## config.mk

```make
export PLATFORM = sky130hd
export DESIGN_NAME = alu32
export DESIGN_NICKNAME = d
export VERILOG_FILES = /design/src/rtl/alu32.sv
export SDC_FILE = /design/constraint.sdc
export NUM_CORES = 1
export LEC_CHECK = 0
export CAP_MARGIN = 20
export CELL_PAD_IN_SITES_DETAIL_PLACEMENT = 1
export CELL_PAD_IN_SITES_GLOBAL_PLACEMENT = 1
export CORE_ASPECT_RATIO = 2
export CORE_MARGIN = 2
export CORE_UTILIZATION = 30
export DETAILED_ROUTE_END_ITERATION = 10
export GPL_TIMING_DRIVEN = 0
export PLACE_DENSITY = 0.7
export SYNTH_ARGS = -nofsm -noshare
export SYNTH_HDL_FRONTEND = slang
export SYNTH_SLANG_ARGS = --single-unit
export TNS_END_PERCENT = 50
```

## constraint.sdc

```tcl
create_clock -name clk -period 13.1 [get_ports clk]
set_clock_uncertainty 0.1 [all_clocks]
set_input_delay 2.62 -clock clk [delete_from_list [all_inputs] [get_ports clk]]
set_output_delay 2.62 -clock clk [all_outputs]
set_load 0.1 [all_outputs]
```

## src/rtl/alu32.sv

```systemverilog
// alu32: 32-bit integer ALU with registered result, zero and signed-overflow flags.
module alu32 #(
  parameter int WIDTH = 32
) (
  input  logic             clk,
  input  logic             reset,
  input  logic [WIDTH-1:0] A,
  input  logic [WIDTH-1:0] B,
  input  logic [2:0]       F,
  output logic [WIDTH-1:0] Y,
  output logic             zero,
  output logic             OF
);
  logic [WIDTH-1:0] w_b, w_sum, w_r;
  logic             w_ovf, w_slt;
  logic [WIDTH-1:0] r_y;
  logic             r_zero, r_of;
  // One adder serves add, sub and slt: F[2] inverts B and supplies the carry-in.
  always_comb begin
    w_b   = F[2] ? ~B : B;
    w_sum = A + w_b + {{(WIDTH-1){1'b0}}, F[2]};
    w_ovf = (A[WIDTH-1] == w_b[WIDTH-1]) && (w_sum[WIDTH-1] != A[WIDTH-1]);
    w_slt = w_sum[WIDTH-1] ^ w_ovf;
    w_r   = F[1:0] == 2'b00 ? A & w_b :
            F[1:0] == 2'b01 ? A | w_b :
            F[1:0] == 2'b10 ? w_sum :
            F[2]            ? {{(WIDTH-1){1'b0}}, w_slt} : A ^ B;
  end
  always_ff @(posedge clk) begin
    if (reset) begin
      r_y    <= '0;
      r_zero <= 1'b1;
      r_of   <= 1'b0;
    end else begin
      r_y    <= w_r;
      r_zero <= w_r == '0;
      r_of   <= F[1:0] == 2'b10 && w_ovf;
    end
  end
  assign Y    = r_y;
  assign zero = r_zero;
  assign OF   = r_of;
endmodule

```

==> key figures <==
Timing
  – Slew Limit Fails: 0
  – Fin Setup TNS: 0 ns
  – Final setup violation count: 0
  – Unrepaired setup endpoints after global routing: no
  – Fmax: 127.9 MHz
  – Final Cycle Share: 0.5969
  – Slew @ Worst Pin: 1.034 ns
  – Crit path time final: 7.819 ns
  – Final worst setup slack: 5.281 ns
  – Max-Slew Margin vs Limit: 0.3104
  – Fin. Hold Viols: 0

Logic synthesis
  – Synth warn: 0
  – Top FF cell, synth: dfxtp_1
  – Unique masters post-synth: 72
  – Syn_nets: 826
  – Post-synth EDFFs: 0
  – Syn Inst Count: 691
  – Synth Register Bits: 34
  – Avg Cell Area, Syn: 7.361 sq um
  – Syn Std Cell Area: 5086 sq um
  – Asr flop ratio synth: 0
  – Sequential share of the synthesized area: 0.1338

Hold path
  – Hold Crit Class: in2reg

GRT
  – First-pass GRT wire length: 31150 um
  – GRT Overall Usage: 0.2296
  – GRT overflow: 0
  – Largest net degree at the start of global routing: 12
  – Vias in the first global route: 5890
  – Initial antenna violation count: 0

Pwr
  – Cell Pwr Density: 97.97 nW/um^2
  – P_leak: 2.785 nW
  – Peak supply drop: 51.64 uV

Worst setup path
  – Data arrival time of the worst path: 7.92 ns
  – CP startpoint kind: input port
  – Required time of the worst setup path: 13.20 ns
  – Critical Path End Type: register
  – Crit path from: F[2]
  – Crit-path max FO: 10
  – Setup crit end: zero
  – Critical path class: in2reg

Die
  – Die Footprint: 18070 sq um
  – Row count: 67
  – Initial Util: 0.3049
  – # IOs: 103
  – Die width: 96.07 um
  – Die height: 188.1 um
  – Core Box Area: 16680 sq um

Routing
  – Drt first pass iters: 4
  – Wire length per cell: 20.27 um
  – Via density: 5.425
  – Final antenna-violating net count: 0
  – Detailed Route Iter0 Violations: 182
  – DRC: 0
  – Via count: 5463
  – Final wirelength: 20410 um

Placement
  – Hpwl dp: 16970 um
  – Setup WS pre-CTS: 5.119 ns
  – RePlAce Congestion: 0.9435
  – IO Port Bufs: 101

Clock network
  – Clk sinks: 34
  – CTS buffer count: 5
  – CTS clk-pin slew, worst paths: 0.05 ns
  – Post-CTS Setup Bufs: 0
  – Clock root buffer: clkbuf_16
  – CTS tree: yes
  – Resize count post-CTS: 0
  – Hold buffer count at cts: 0
  – Max Buffers Root-to-Sink: 2
  – CTS H-tree depth: 2

Job
  – Max_cap viols: 0

Layout
  – Area growth, synth to finish: 27.95%
  – Most common cell after layout, fill and taps aside: clkdlybuf4s50_1
  – Most frequent cells in the layout: clkdlybuf4s50_1, inv_1, ha_1, a21oi_1, nor2_1
  – Net total in the final layout: 934
  – Layout cell share with drive strength beyond 1: 0.06000
  – Fillers: 2063
  – ANT cells: 0

Outcome
  – Outcome: finished, final reports clean
## cell families (layout without fill, tap and decap cells)
logic type	after synthesis	in the layout	synth area share
XOR/XNOR	89	89	0.1533
flip-flops	34	34	0.1338
adder cells (fa/ha/maj)	66	66	0.1638
AND/OR/NAND/NOR	174	174	0.1678
AO/OA/AOI/OAI	189	189	0.2453
multiplexers	17	17	0.03690
buffers and inverters	122	231	0.09914
## routing by layer
layer | vias to the layer above | part of all wire | track usage
met2 | 173 | 0.57 | 0.4522
li1 | 2591 | - | -
met1 | 2622 | 0.32 | 0.2038
met3 | 77 | 0.035 | 0.01768
met5 | - | 0 | 0
met4 | 0 | 0.080 | 0.1615
## through the flow
step	util	power [mW]	cells	cell area, sq um	hold WS [ns]
finish	0.3901	0.6375	1007	6507	2.683
global route	0.3901	0.6748	1007	6507	2.743
CTS	0.3901	0.6374	1007	6507	2.696
detailed placement	0.3810	0.5120	999	6356	2.990
global placement	0.3810	0.5088	999	6356	2.969
floorplan	-	0.3930	691	5086	2.773
## worst min path at each step
stage,depth (start not counted),end,start
after global placement,2,Y[8],reset
after CTS,2,Y[8],reset
after global routing,2,Y[12],reset
final,2,Y[8],reset
after detailed placement,2,Y[8],reset
after floorplan,2,OF,A[31]
## synthesized netlist by cell type (all sizes together), types with 2 or more instances
| cell | count | area, sq um |
|---|---|---|
| inv | 81 | 304.0 |
| ha | 65 | 813.3 |
| a21oi | 59 | 295.3 |
| nor2 | 57 | 214.0 |
| xor2 | 45 | 394.1 |
| nand2 | 44 | 167.7 |
| xnor2 | 44 | 385.4 |
| o21ai | 40 | 200.2 |
| dfxtp | 34 | 680.7 |
| o22ai | 25 | 162.6 |
| buf | 24 | 136.4 |
| clkbuf | 17 | 63.81 |
| mux2i | 15 | 153.9 |
| nand4 | 14 | 87.58 |
| nand3 | 12 | 60.06 |
| a211oi | 9 | 82.58 |
| and2 | 7 | 43.79 |
| nand2b | 7 | 43.79 |
| o21bai | 7 | 52.55 |
| nor3 | 6 | 30.03 |
| a31oi | 5 | 31.28 |
| and3 | 5 | 36.28 |
| o21a | 5 | 37.54 |
| o31ai | 5 | 42.54 |
| a221oi | 4 | 41.29 |
| nor4 | 4 | 31.28 |
| a21boi | 3 | 22.52 |
| a21o | 3 | 22.52 |
| a22oi | 3 | 27.52 |
| nor2b | 3 | 18.77 |
| o2111ai | 3 | 26.28 |
| or2 | 3 | 18.77 |
| or4 | 3 | 22.52 |
| a2111oi | 2 | 23.77 |
| nand3b | 2 | 15.01 |
| o211ai | 2 | 15.01 |
| o41ai | 2 | 36.29 |
| or3 | 2 | 12.51 |
## where the power goes
| part | internal (mW) | switching (mW) |
|---|---|---|
| Clock | 0.0753 | 0.0489 |
| Combinational | 0.135 | 0.261 |
| Sequential | 0.114 | 0.00289 |
| Total | 0.324 | 0.313 |
## state kept, by name, summed over array words and instances, names as in the netlist
| register | count |
|---|---|
| OF | 1 |
| Y | 32 |
| zero | 1 |
## layout make-up
type | instances | area [sq um] | area share
clock buffer | 6 | 138.9 | 0.02134
timing repair buffer | 101 | 1011 | 0.1554
multi-input combinational | 535 | 3901 | 0.5995
tap | 207 | 259.0 | 0.03980
clock inverter | 2 | 12.51 | 0.001923
inverter | 81 | 304.0 | 0.04672
sequential | 34 | 680.7 | 0.1046
buffer | 41 | 200.2 | 0.03076
## worst max-delay path: stages
cell             delay [ns]
clkdlybuf4s50_1        0.58
buf_2                  0.31
buf_1                  0.81
xor2_1                 0.25
inv_1                  0.07
ha_1                   0.29
buf_6                  0.14
a211oi_1               0.36
o21bai_1               0.17
a211oi_2               0.39
nand3b_1               0.17
and3_1                 0.22
o2111ai_1              0.13
nor4_1                 0.46
nand4_1                0.14
or4_1                  0.57
o31ai_2                0.24
Power figures use the tool's default switching activity.
